<file path="config.mk">
export PLATFORM = sky130hd
export DESIGN_NAME = showdown_ctrl
export DESIGN_NICKNAME = d
export VERILOG_FILES = /design/src/rtl/poker_pkg.sv /design/src/rtl/hand_compare.sv /design/src/rtl/showdown_ctrl.sv
export SDC_FILE = /design/constraint.sdc
export NUM_CORES = 1
export LEC_CHECK = 0
export ABC_AREA = 1
export BUFFER_PORTS_ARGS = -buffer_cell sky130_fd_sc_hd__buf_4
export CORE_MARGIN = 5
export CORE_UTILIZATION = 56
export DETAILED_ROUTE_END_ITERATION = 10
export PLACE_DENSITY = 0.81
export SLEW_MARGIN = 20
export SYNTH_ARGS = -nofsm -noshare
export SYNTH_HDL_FRONTEND = slang
export SYNTH_SLANG_ARGS = --single-unit
export TNS_END_PERCENT = 5
</file>
<file path="constraint.sdc">
create_clock -name clk -period 2.95 [get_ports clk]
set_input_delay 0.59 -clock clk [delete_from_list [all_inputs] [get_ports clk]]
set_output_delay 0.59 -clock clk [all_outputs]
set_load 0.02 [all_outputs]
</file>
<file path="src/rtl/poker_pkg.sv">
// ============================================================================
// poker_pkg : shared card, category and winner encodings for the poker core
// Rev 1.0   : initial release
// ============================================================================
`default_nettype none

package poker_pkg;

    localparam int CARD_W    = 6;
    localparam int NUM_CARDS = 9;

    localparam logic [3:0] TWO   = 4'd2;
    localparam logic [3:0] THREE = 4'd3;
    localparam logic [3:0] FOUR  = 4'd4;
    localparam logic [3:0] FIVE  = 4'd5;
    localparam logic [3:0] SIX   = 4'd6;
    localparam logic [3:0] SEVEN = 4'd7;
    localparam logic [3:0] EIGHT = 4'd8;
    localparam logic [3:0] NINE  = 4'd9;
    localparam logic [3:0] TEN   = 4'd10;
    localparam logic [3:0] JACK  = 4'd11;
    localparam logic [3:0] QUEEN = 4'd12;
    localparam logic [3:0] KING  = 4'd13;
    localparam logic [3:0] ACE   = 4'd14;

    localparam logic [1:0] SUIT_C = 2'b00;
    localparam logic [1:0] SUIT_H = 2'b01;
    localparam logic [1:0] SUIT_S = 2'b10;
    localparam logic [1:0] SUIT_D = 2'b11;

    localparam logic [3:0] HIGHCARD      = 4'd0;
    localparam logic [3:0] PAIR          = 4'd1;
    localparam logic [3:0] TWOPAIR       = 4'd2;
    localparam logic [3:0] TRIPS         = 4'd3;
    localparam logic [3:0] STRAIGHT      = 4'd4;
    localparam logic [3:0] FLUSH         = 4'd5;
    localparam logic [3:0] FULLHOUSE     = 4'd6;
    localparam logic [3:0] QUADS         = 4'd7;
    localparam logic [3:0] STRAIGHTFLUSH = 4'd8;

    localparam logic [1:0] WIN_NONE = 2'b00;
    localparam logic [1:0] WIN_P1   = 2'b01;
    localparam logic [1:0] WIN_P2   = 2'b10;
    localparam logic [1:0] WIN_TIE  = 2'b11;

    typedef struct packed {
        logic [1:0] suit;
        logic [3:0] rank;
    } card_t;

    function automatic logic card_rank_ok(input card_t c);
        return (c.rank >= TWO) && (c.rank <= ACE);
    endfunction

endpackage

`default_nettype wire

</file>
<file path="src/rtl/hand_compare.sv">
// ============================================================================
// hand_compare : decides the winner of two evaluated hands, hole cards as tiebreak
// Rev 1.0      : initial release
// ============================================================================
`default_nettype none

module hand_compare
    import poker_pkg::*;
(
    input  logic [23:0] i_hand_a,
    input  logic [23:0] i_hand_b,
    input  logic [11:0] i_hole_a,
    input  logic [11:0] i_hole_b,
    output logic [1:0]  o_winner
);

    card_t      w_a0, w_a1, w_b0, w_b1;
    logic [3:0] w_hi_a, w_lo_a, w_hi_b, w_lo_b;
    logic [3:0] w_cat_a, w_cat_b, w_pri_a, w_pri_b;
    logic       w_unused_bits;

    assign w_a0 = i_hole_a[5:0];
    assign w_a1 = i_hole_a[11:6];
    assign w_b0 = i_hole_b[5:0];
    assign w_b1 = i_hole_b[11:6];

    assign w_cat_a = i_hand_a[23:20];
    assign w_cat_b = i_hand_b[23:20];
    assign w_pri_a = i_hand_a[19:16];
    assign w_pri_b = i_hand_b[19:16];

    // Only category, primary rank and hole ranks take part in the decision
    assign w_unused_bits = ^{i_hand_a[15:0], i_hand_b[15:0],
                             w_a0.suit, w_a1.suit, w_b0.suit, w_b1.suit};

    always_comb begin
        w_hi_a = (w_a0.rank > w_a1.rank) ? w_a0.rank : w_a1.rank;
        w_lo_a = (w_a0.rank > w_a1.rank) ? w_a1.rank : w_a0.rank;
        w_hi_b = (w_b0.rank > w_b1.rank) ? w_b0.rank : w_b1.rank;
        w_lo_b = (w_b0.rank > w_b1.rank) ? w_b1.rank : w_b0.rank;
    end

    always_comb begin
        o_winner = WIN_TIE;
        if (w_cat_a != w_cat_b)
            o_winner = (w_cat_a > w_cat_b) ? WIN_P1 : WIN_P2;
        else if (w_pri_a != w_pri_b)
            o_winner = (w_pri_a > w_pri_b) ? WIN_P1 : WIN_P2;
        else if (w_hi_a != w_hi_b)
            o_winner = (w_hi_a > w_hi_b) ? WIN_P1 : WIN_P2;
        else if (w_lo_a != w_lo_b)
            o_winner = (w_lo_a > w_lo_b) ? WIN_P1 : WIN_P2;
    end

endmodule

`default_nettype wire

</file>
<file path="src/rtl/showdown_ctrl.sv">
// ============================================================================
// showdown_ctrl : time-shares one hand evaluator between both players at showdown
// Rev 1.0       : initial release
// ============================================================================
`default_nettype none

module showdown_ctrl
    import poker_pkg::*;
#(
    parameter int EVAL_LAT = 2,
    parameter int CNT_W    = 3
)(
    input  logic        clk,
    input  logic        rst_n,
    input  logic        start,
    input  logic [29:0] board,
    input  logic [11:0] p1_hole,
    input  logic [11:0] p2_hole,
    output logic [41:0] eval_cards,
    input  logic [23:0] eval_result,
    output logic        busy,
    output logic        done,
    output logic        error,
    output logic [1:0]  winner,
    output logic [23:0] p1_hand,
    output logic [23:0] p2_hand
);

    localparam logic [2:0] S_IDLE    = 3'd0;
    localparam logic [2:0] S_CHECK   = 3'd1;
    localparam logic [2:0] S_EVAL_P1 = 3'd2;
    localparam logic [2:0] S_EVAL_P2 = 3'd3;
    localparam logic [2:0] S_COMPARE = 3'd4;
    localparam logic [2:0] S_DONE    = 3'd5;

    localparam logic [CNT_W-1:0] C_CNT_LAST = CNT_W'(EVAL_LAT - 1);

    logic [2:0]       r_state, w_next_state;
    logic [CNT_W-1:0] r_cnt;
    logic [29:0]      r_board;
    logic [11:0]      r_p1, r_p2;
    logic [41:0]      r_eval_cards;
    logic             r_error;
    logic [1:0]       r_winner;
    logic [23:0]      r_p1_hand, r_p2_hand;

    logic             w_accept;
    logic             w_cnt_last;
    logic             w_invalid;
    logic [1:0]       w_cmp_winner;
    logic [29:0]      w_board_src;
    logic [11:0]      w_p1_src, w_p2_src;
    card_t            w_cards [NUM_CARDS];

    assign w_accept   = (r_state == S_IDLE) && start;
    assign w_cnt_last = (r_cnt == C_CNT_LAST);

    // Card-set validation over the latched copy: rank range plus all 36 pairs
    always_comb begin
        for (int i = 0; i < 5; i++)
            w_cards[i] = r_board[CARD_W*i +: CARD_W];
        w_cards[5] = r_p1[5:0];
        w_cards[6] = r_p1[11:6];
        w_cards[7] = r_p2[5:0];
        w_cards[8] = r_p2[11:6];

        w_invalid = 1'b0;
        for (int i = 0; i < NUM_CARDS; i++) begin
            if (!card_rank_ok(w_cards[i]))
                w_invalid = 1'b1;
            for (int j = i + 1; j < NUM_CARDS; j++) begin
                if (w_cards[i] == w_cards[j])
                    w_invalid = 1'b1;
            end
        end
    end

    hand_compare u_hand_compare (
        .i_hand_a (r_p1_hand),
        .i_hand_b (r_p2_hand),
        .i_hole_a (r_p1),
        .i_hole_b (r_p2),
        .o_winner (w_cmp_winner)
    );

    // An invalid set still passes through COMPARE so its done pulse lands
    // two cycles after start; COMPARE forces the winner to none in that case.
    always_comb begin
        w_next_state = r_state;
        case (r_state)
            S_IDLE:    if (start) w_next_state = S_CHECK;
            S_CHECK:   w_next_state = w_invalid ? S_COMPARE : S_EVAL_P1;
            S_EVAL_P1: if (w_cnt_last) w_next_state = S_EVAL_P2;
            S_EVAL_P2: if (w_cnt_last) w_next_state = S_COMPARE;
            S_COMPARE: w_next_state = S_DONE;
            S_DONE:    w_next_state = S_IDLE;
            default:   w_next_state = S_IDLE;
        endcase
    end

    // The evaluator bus is registered from the next state, so it must see the
    // cards being latched on an accepted start rather than the old copy.
    assign w_board_src = w_accept ? board   : r_board;
    assign w_p1_src    = w_accept ? p1_hole : r_p1;
    assign w_p2_src    = w_accept ? p2_hole : r_p2;

    always_ff @(posedge clk) begin
        if (!rst_n) begin
            r_state      <= S_IDLE;
            r_cnt        <= '0;
            r_board      <= '0;
            r_p1         <= '0;
            r_p2         <= '0;
            r_eval_cards <= '0;
            r_error      <= 1'b0;
            r_winner     <= WIN_NONE;
            r_p1_hand    <= '0;
            r_p2_hand    <= '0;
        end else begin
            r_state      <= w_next_state;
            r_eval_cards <= {w_board_src,
                             (w_next_state == S_EVAL_P2) ? w_p2_src : w_p1_src};
            case (r_state)
                S_IDLE: begin
                    if (start) begin
                        r_board   <= board;
                        r_p1      <= p1_hole;
                        r_p2      <= p2_hole;
                        r_error   <= 1'b0;
                        r_winner  <= WIN_NONE;
                        r_p1_hand <= '0;
                        r_p2_hand <= '0;
                    end
                end
                S_CHECK: begin
                    r_error <= w_invalid;
                    r_cnt   <= '0;
                end
                S_EVAL_P1: begin
                    if (w_cnt_last) begin
                        r_p1_hand <= eval_result;
                        r_cnt     <= '0;
                    end else begin
                        r_cnt <= r_cnt + CNT_W'(1);
                    end
                end
                S_EVAL_P2: begin
                    if (w_cnt_last) begin
                        r_p2_hand <= eval_result;
                        r_cnt     <= '0;
                    end else begin
                        r_cnt <= r_cnt + CNT_W'(1);
                    end
                end
                S_COMPARE: begin
                    r_winner <= r_error ? WIN_NONE : w_cmp_winner;
                end
                default: begin
                end
            endcase
        end
    end

    assign eval_cards = r_eval_cards;
    assign busy       = (r_state != S_IDLE);
    assign done       = (r_state == S_DONE);
    assign error      = r_error;
    assign winner     = r_winner;
    assign p1_hand    = r_p1_hand;
    assign p2_hand    = r_p2_hand;

endmodule

`default_nettype wire

</file>
# Yosys cells after proc, flatten, opt, wreduce, memory -nomap -nowiden
# Cells that the tools add are included.
# word_totals
register_bits,153
inputBits,81
out_inout_bits,95
word_cells,185
# op_classes
muxes,77
reduce_logical,23
eq_ne,50
n_addsub,1
n_lt_le_gt_ge,24
# ops
operator,count
6-bit equality test,36
24-bit case mux with 2 select lines,2
24-bit two-way mux,2
1-bit two-way mux,46
"4-bit by 2-bit >= comparator with 1-bit output, second input constant",9
"4-bit <= comparator, second input constant",9
12-bit two-way mux,3
30-bit two-way mux,1
4-bit > comparator,6
2-bit two-way mux,10
4-bit two-way mux,4
4-bit inequality test,4
3-bit two-way mux,5
3-bit case mux with 5 select lines,1
1-bit logical AND,10
2-bit nonzero test,5
"3-bit by 2-bit equality test with 1-bit output, second input constant",3
"3-bit by 1-bit equality test with 1-bit output, second input constant",2
"3-bit equality test, second input constant",2
"2-bit inequality test, second input constant",3
3-bit case mux with 2 select lines,1
2-bit AND reduction,3
3-bit AND reduction,2
2-bit case mux with 2 select lines,1
5 further kinds,5

# Longest topological paths before layout
# Gate-level depths: netlist (run 1).
# logic_depth
word_depth,51
depth_mapped,21
ltp_nobuf,19

# Cells and area by module
# Synthesis (run 1) repeated with hierarchy kept, for this count alone.
# hier_totals
hier_cells,1496
hier_area_um2,9510.4
# by_module_without_submodules
module,area_each_um2,seq_area_each_um2,n_inst,cells_each
showdown_ctrl,8639.5,3062.9,1,1361
hand_compare,870.8,0.0,1,135

# Worst setup path after synthesis (run 1)
# Ideal clock, no wire load.
# synth_timing
path_type,register to register
startpoint,reg r_p1[7]
endpoint,reg r_winner[0] (netlist: winner[0])
path_buffers,1
path_stages_with_launch,19
required_ps,2879
slack_ps,317
setup_ps,71
period_less_slack_ps,2633
arrival_ps,2563
path_cell_list,dfxtp_1 clkinv_1 ha_1 a21oi_1 o21ai_0 nand2_1 clkbuf_1 o21ai_0 ha_1 nand2_1 nor2_1 nand2_1 nand2_1 nor2_1 o21ai_0 nand2_1 nand2_1 o211ai_1 a21oi_1
# synth_via
elab_chain_cells,10
word_cells_on_any_way,15
classes_between,order compare: 3; eq/ne: 2; mux: 10
# synth_rtl
item,line_no,rtl
"start, declared",showdown_ctrl.sv:41,"logic [11:0] r_p1, r_p2;"
"start signal, assigned",showdown_ctrl.sv:127,r_p1 <= p1_hole;
4-bit > comparator,"hand_compare.sv:37, hand_compare.sv:38",
4-bit two-way mux,hand_compare.sv:38,w_lo_a = (w_a0.rank > w_a1.rank) ? w_a1.rank : w_a0.rank;
4-bit > comparator,hand_compare.sv:52,o_winner = (w_lo_a > w_lo_b) ? WIN_P1 : WIN_P2;
2-bit two-way mux,hand_compare.sv:52,
2-bit two-way mux,hand_compare.sv:51,else if (w_lo_a != w_lo_b)
2-bit two-way mux *,hand_compare.sv:49,else if (w_hi_a != w_hi_b)
2-bit two-way mux *,hand_compare.sv:47,else if (w_pri_a != w_pri_b)
2-bit two-way mux *,hand_compare.sv:45,if (w_cat_a != w_cat_b)
2-bit two-way mux *,showdown_ctrl.sv:156,r_winner <= r_error ? WIN_NONE : w_cmp_winner;
2-bit case mux with 2 select lines *,showdown_ctrl.sv:123,case (r_state)
"end signal, assigned",showdown_ctrl.sv:156,
"end, declared",showdown_ctrl.sv:44,logic [1:0] r_winner;
# Mark *: on every way between the ends. The rest lies on a longest branch, timed or not.
# A chain may end at the register's enable or synchronous reset.

# Worst setup path after layout (run 1)
# Same ends and word-level chain as after synthesis.

==> results.ini, run 1 <==
[status]
status = finished clean

[timing]
setup_slack_ns = 0.257
post-route-period-util = 0.913
slew_headroom = 0.569
timing.final.crit_period_ns = 2.69
tightestPinTransition_ns = 0.647
rsz0062_at_grt = no
max_freq_ghz = 0.371
report.final.slew_viol_count = 0
setup_tns_ns = 0
setup_violations = 0
hold_viol = 0
hold_ws_ns = 0.402
skew_ns = 0.00847

[grt]
grtUsageTotal = 0.357
grt_pass1_wl_um = 54900
grt_max_degree = 69
grt_pass1_vias = 9987
grt_overflow = 0
antenna_found_initial = 0

[setup_path]
end_kind = flop
cp-start-kind = flop
cp.arrival_ns = 3.06
worst_ep_required_time_ns = 3.32
r2r_cells = 17
cp_max_fo = 7
rr_startpoint = r_p1[7]$_SDFFE_PN0P_
r2r_slack_ns = 0.26
critPathKind = flop to flop
worstReg2RegEnd = winner[0]$_SDFFE_PN0P_

[synthesis]
synth.yosys.warnings = 0
synth.distinct_cells = 38
synth.largest_area_cell = dfxtp_1
synth_fp_nets = 1539
yosysSeqAreaShare = 0.332
ys_ff_latch = 153
avgSynthCellArea_um2 = 6.43
synthTopCellsByArea = dfxtp_1, nand2_1, o21ai_0
syn_area_mm2 = 0.00922
synth_top_area_frac = 0.332
synth_cells = 1434

[worst_hold_path]
hold_depth = 3
hp-class = primary input to flop
min-delay-start = eval_result[20]
holdPathEnd = p2_hand[20]$_SDFFE_PN0P_

[drt]
drt_iter0_drc = 1531
wl_per_cell_um = 19.7
vias = 10514
dr.pass1.iters = 8
detail_route.wirelength_um = 35700
ant_nets = 0
drcViolationCount = 0
vias_per_cell = 5.81

[cells_and_area]
drive_gt1_frac = 0.183
mostFrequentLayoutCells = nand2_1, buf_4, nor2_1, dfxtp_1, o21ai_0
num-fill-cells = 1451
register_area_mm2 = 0.00306
antenna_cells = 0
area_growth_pct = 22.1
multi_input_area_mm2 = 0.00531
final_common_cell = nand2_1
nNetsFinal = 1682

[cts]
cts_root_buffer = clkbuf_16
cts-buffers-inserted = 17
h-tree-depth = 4
clk_latency_ns = 0.44
tritoncts = yes
path_clk_slew_ns = 0.07
clk_path_buf_depth = 2
clock-sinks = 153

[placed_design]
dpl.hpwl_um = 24100
io_buffer_count = 175
pre_cts_slack_ns = 0.224
gp_congestion = 1.01

[floorplan]
die_area_mm2 = 0.0191
dieHeight_um = 138
fp-row-count = 47
fp.dieW_um = 138
coreArea_mm2 = 0.0163
initial_core_util = 0.564
io_pins = 176

[flow_run]
cap_violations = 0

[pwr]
powerDensity_mw_per_mm2 = 663
irDropWorstVdd_uv = 445
leakage_nw = 5.63

[worst max-delay path, cell delays in order (launching register included)]
cell and delay, ns:
dfxtp_1 0.35, clkinv_1 0.09, ha_1 0.33, a21oi_2 0.07, o21ai_2 0.20, buf_4 0.17
nand2_2 0.11, nand2_1 0.09, o21ai_0 0.09, ha_1 0.29, nand2_1 0.06, o21ai_0 0.25
nor2_1 0.07, o21ai_1 0.12, nand2_1 0.07, nand2_1 0.07, o211ai_1 0.08, a21oi_1 0.13
[flip-flops by register name, indices dropped and copies added (netlist names)]
register,cells
p2_hand,24
r_p1,12
r_cnt,3
winner,2
eval_cards,42
error,1
r_state,3
r_p2,12
r_board,30
p1_hand,24
[worst max-delay path by stage]
| stage | start | end | slack, ns | cells after the start |
|---|---|---|---|---|
| after global routing | r_p1[9]$_SDFFE_PN0P_ | winner[0]$_SDFFE_PN0P_ | 0.01 | 18 |
| after global placement | r_p2[8]$_SDFFE_PN0P_ | winner[0]$_SDFFE_PN0P_ | 0.30 | 18 |
| after detailed placement | r_p2[8]$_SDFFE_PN0P_ | winner[0]$_SDFFE_PN0P_ | 0.22 | 18 |
| final | r_p1[7]$_SDFFE_PN0P_ | winner[0]$_SDFFE_PN0P_ | 0.26 | 17 |
| after CTS | r_p1[7]$_SDFFE_PN0P_ | winner[0]$_SDFFE_PN0P_ | 0.17 | 18 |
| after floorplan | r_p1[7]$_SDFFE_PN0P_ | winner[0]$_SDFFE_PN0P_ | 0.32 | 18 |
[power by group]
part           internal (W)  total [W]  switching [W]
Sequential          0.00226    0.00255       0.000295
Combinational      0.000963    0.00266        0.00169
Clock               0.00122    0.00225        0.00104
Total               0.00444    0.00746        0.00303
[what timing repair did]
action / 4_1_cts / 5_1_grt
setup buffers: 0 / 5
endpoints found under the setup margin: 0 / 2
gates resized for setup: 0 / 15
hold endpoints to repair: 0 / 0
hold buffers: 0 / 0
[logic make-up (layout without fill, tap and decap cells)]
logic type / after synthesis / in the layout / synth area share
buffers and inverters: 193 / 347 / 0.0979
adder cells (fa/ha/maj): 24 / 24 / 0.0326
AND/OR/NAND/NOR: 705 / 707 / 0.314
flip-flops: 153 / 153 / 0.332
XOR/XNOR: 57 / 57 / 0.0541
AO/OA/AOI/OAI: 302 / 302 / 0.169
[layer usage]
metal  global-route usage  routed length (um)
met1                0.451               13200
met2                0.569               16100
met3                0.102                4810
met4                0.156                1690
met5                    0                   0
[Yosys cell counts (all sizes together)]
| master | number |
|---|---|
| o2111ai | 1 |
| dfxtp | 153 |
| o22ai | 1 |
| a211oi | 7 |
| o21ai | 170 |
| nand2 | 437 |
| nor2 | 175 |
| o31ai | 2 |
| a21oi | 118 |
| buf | 73 |
| xnor2 | 4 |
| inv | 97 |
| o211ai | 1 |
| and2 | 2 |
| a31oi | 1 |
| nor3 | 8 |
| nand3 | 66 |
| ha | 24 |
| nand4 | 14 |
| nand3b | 3 |
| clkinv | 2 |
| xor2 | 53 |
| clkbuf | 21 |
| a22oi | 1 |
[metrics by stage]
stage               utilization  std cells  total power [W]  area (um2)
CTS                       0.683       1803          0.00727       11200
global route              0.689       1810          0.00784       11300
finish                    0.689       1810          0.00746       11300
detailed placement        0.646       1771          0.00502       10600
global placement          0.646       1771          0.00499       10600
floorplan                     -       1434          0.00420        9220
[final cells by class]
| type | count | area share |
|---|---|---|
| Clock inverter | 15 | 0.0161 |
| Sequential cell | 153 | 0.272 |
| Clock buffer | 17 | 0.0378 |
| Multi-Input combinational cell | 1090 | 0.472 |
| Timing Repair Buffer | 216 | 0.144 |
| Tap cell | 220 | 0.0244 |
| Inverter | 99 | 0.0339 |
No activity file was read; power rests on OpenSTA's default activity.
==> inputs of run 2 (changes only) <==
--- a/config.mk
+++ b/config.mk
@@ -7,10 +7,10 @@
 export LEC_CHECK = 0
 export ABC_AREA = 1
 export BUFFER_PORTS_ARGS = -buffer_cell sky130_fd_sc_hd__buf_4
+export CAP_MARGIN = 15
 export CORE_MARGIN = 5
-export CORE_UTILIZATION = 56
+export CORE_UTILIZATION = 40
 export DETAILED_ROUTE_END_ITERATION = 10
-export PLACE_DENSITY = 0.81
 export SLEW_MARGIN = 20
 export SYNTH_ARGS = -nofsm -noshare
 export SYNTH_HDL_FRONTEND = slang
==> run 2 against run 1 <==
Compared with the run above: combinational power fell by 2%; register-to-register slack improved by 0.10 ns; sequential power barely moved; power down 0.96%; core utilization fell by 19 points; clock skew up 0.0081 ns; non-clock buffer count increased by 5; largest power group unchanged; die area grew 37%; flip-flop and latch count unchanged; hold slack improved by 0.0078 ns.
==> results.ini, run 2 (synthesis gave the netlist of run 1 again) <==
[status]
status = finished clean

[floorplan]
initial_core_util = 0.407
fp.dieW_um = 162
die_area_mm2 = 0.0262
fp-row-count = 55
io_pins = 176
coreArea_mm2 = 0.0226
dieHeight_um = 162

[placed_design]
pre_cts_slack_ns = 0.232
dpl.hpwl_um = 25500
dpl_cell_area_mm2 = 0.0107
io_buffer_count = 175
gp_congestion = 1.00

[setup_path]
worstPathCellList = clkinv_1, ha_1, nand2_1, o21ai_1, nand2_2, nand2_1, o21ai_0, ha_1, nand2_1, nor2_1, nand2_1, nand2_1, nor2_1, o21ai_0, nand2_1, nand2_1, o211ai_1, a21oi_1
crit_family = simple AND/OR/NAND/NOR gates
slowest_stage = dfxtp_1
cp-start-kind = flop
r2r_cells = 18
worstSetupPathDepth = 18
slowest_delay_ns = 0.35
cp_common_cell = nand2_1
cp.arrival_ns = 2.95
critPathKind = flop to flop
worst_ep_required_time_ns = 3.31
worst-path-buf-inv = 1
end_kind = flop
cp_max_fo = 15

[pwr]
leakage_nw = 5.64
irDropWorstVdd_uv = 345
powerDensity_mw_per_mm2 = 652

[cts]
h-tree-depth = 4
tritoncts = yes
clock-sinks = 153
cts_root_buffer = clkbuf_16
holdBufCountCts = 0
cts-buffers-inserted = 17
path_clk_slew_ns = 0.07
clk_path_buf_depth = 2
clk_latency_ns = 0.43

[worst_hold_path]
hp-class = primary input to flop
hold_depth = 3

[drt]
drcViolationCount = 0
wl_per_cell_um = 19.7
ant_nets = 0
vias = 10241
detail_route.wirelength_um = 37100
dr.pass1.iters = 6
vias_per_cell = 5.45
drt_iter0_drc = 1061

[timing]
setup_slack_ns = 0.361
slew_headroom = 0.488
timing.final.crit_period_ns = 2.59
report.final.slew_viol_count = 0
skew_ns = 0.0166
post-route-period-util = 0.877
hold_viol = 0
setup_violations = 0
tightestPinTransition_ns = 0.768
max_freq_ghz = 0.386

[grt]
grt_overflow = 0
grt_pass1_wl_um = 56800
grtUsageTotal = 0.276
grt_pass1_vias = 9953
grt_max_degree = 69
antenna_found_initial = 0

[cells_and_area]
drive_gt1_frac = 0.181
antenna_cells = 0
fin_area_mm2 = 0.0113
largest_reg_flops = 42
final_common_cell = nand2_1
area_growth_pct = 22.9
mostFrequentLayoutCells = nand2_1, buf_4, nor2_1, dfxtp_1, o21ai_0
nNetsFinal = 1686

[flow_run]
cap_violations = 0

run 2: cell count changes in the layout (fill, tap and decap cells not counted), sizes merged:
cell,before,now
clkbuf,17,18
clkinv,7,4
buf,216,221
nand2,439,438
bufinv,1,2
clkinvlp,1,3
inv,105,104
run 2: final cells by class:
type                    instances  area, um2
clock buffers                  18        429
clock inverters                14        160
fillers                      2290      11300
inverters                      99        382
multi-input cells            1089       5270
flip-flops and latches        153       3060
well taps                     285        357
repair buffers                221       1670
run 2: where the power goes:
part	internal [W]	switching (W)	total, W	leakage [nW]
Clock	0.00127	0.000984	0.00225	0.281
Sequential	0.00226	0.000276	0.00254	1.26
Combinational	0.000952	0.00165	0.00261	4.09
run 2: per-stage QoR:
stage / setup TNS (ns) / hold WS [ns] / total power, W / instances / util
CTS: 0 / 0.396 / 0.00733 / 1875 / 0.499
global placement: 0 / 0.453 / 0.00506 / 1843 / 0.473
global route: -0.0339 / 0.402 / 0.00782 / 1879 / 0.501
detailed placement: 0 / 0.456 / 0.00507 / 1843 / 0.473
floorplan: 0 / 0.456 / 0.00420 / 1434 / -
finish: 0 / 0.410 / 0.00739 / 1879 / 0.501
run 2: worst paths after layout:
kind	startpoint	end	slack, ns
setup reg to reg	r_p2[8]$_SDFFE_PN0P_	winner[0]$_SDFFE_PN0P_	0.36
hold / removal	eval_result[3]	p1_hand[3]$_SDFFE_PN0P_	0.41
setup / recovery	r_p2[8]$_SDFFE_PN0P_	winner[0]$_SDFFE_PN0P_	0.36
hold reg to reg	p1_hand[9]$_SDFFE_PN0P_	p1_hand[9]$_SDFFE_PN0P_	0.46
run 2: what timing repair did:
item	CTS	global route
setup buffers	0	3
gates resized for setup	0	6
setup endpoints to repair	0	2
run 2: worst min-delay path, cell delays in order:
cell	delay (ns)
buf_4	0.08
a21oi_1	0.05
nor2_1	0.08
run 2: routing by layer:
layer / track usage / part of all wire / up-vias
met5: 0 / 0 / -
li1: - / - / 4891
met4: 0.0977 / 0.032 / 0
met3: 0.0865 / 0.12 / 102
met2: 0.447 / 0.45 / 547
met1: 0.348 / 0.40 / 4701
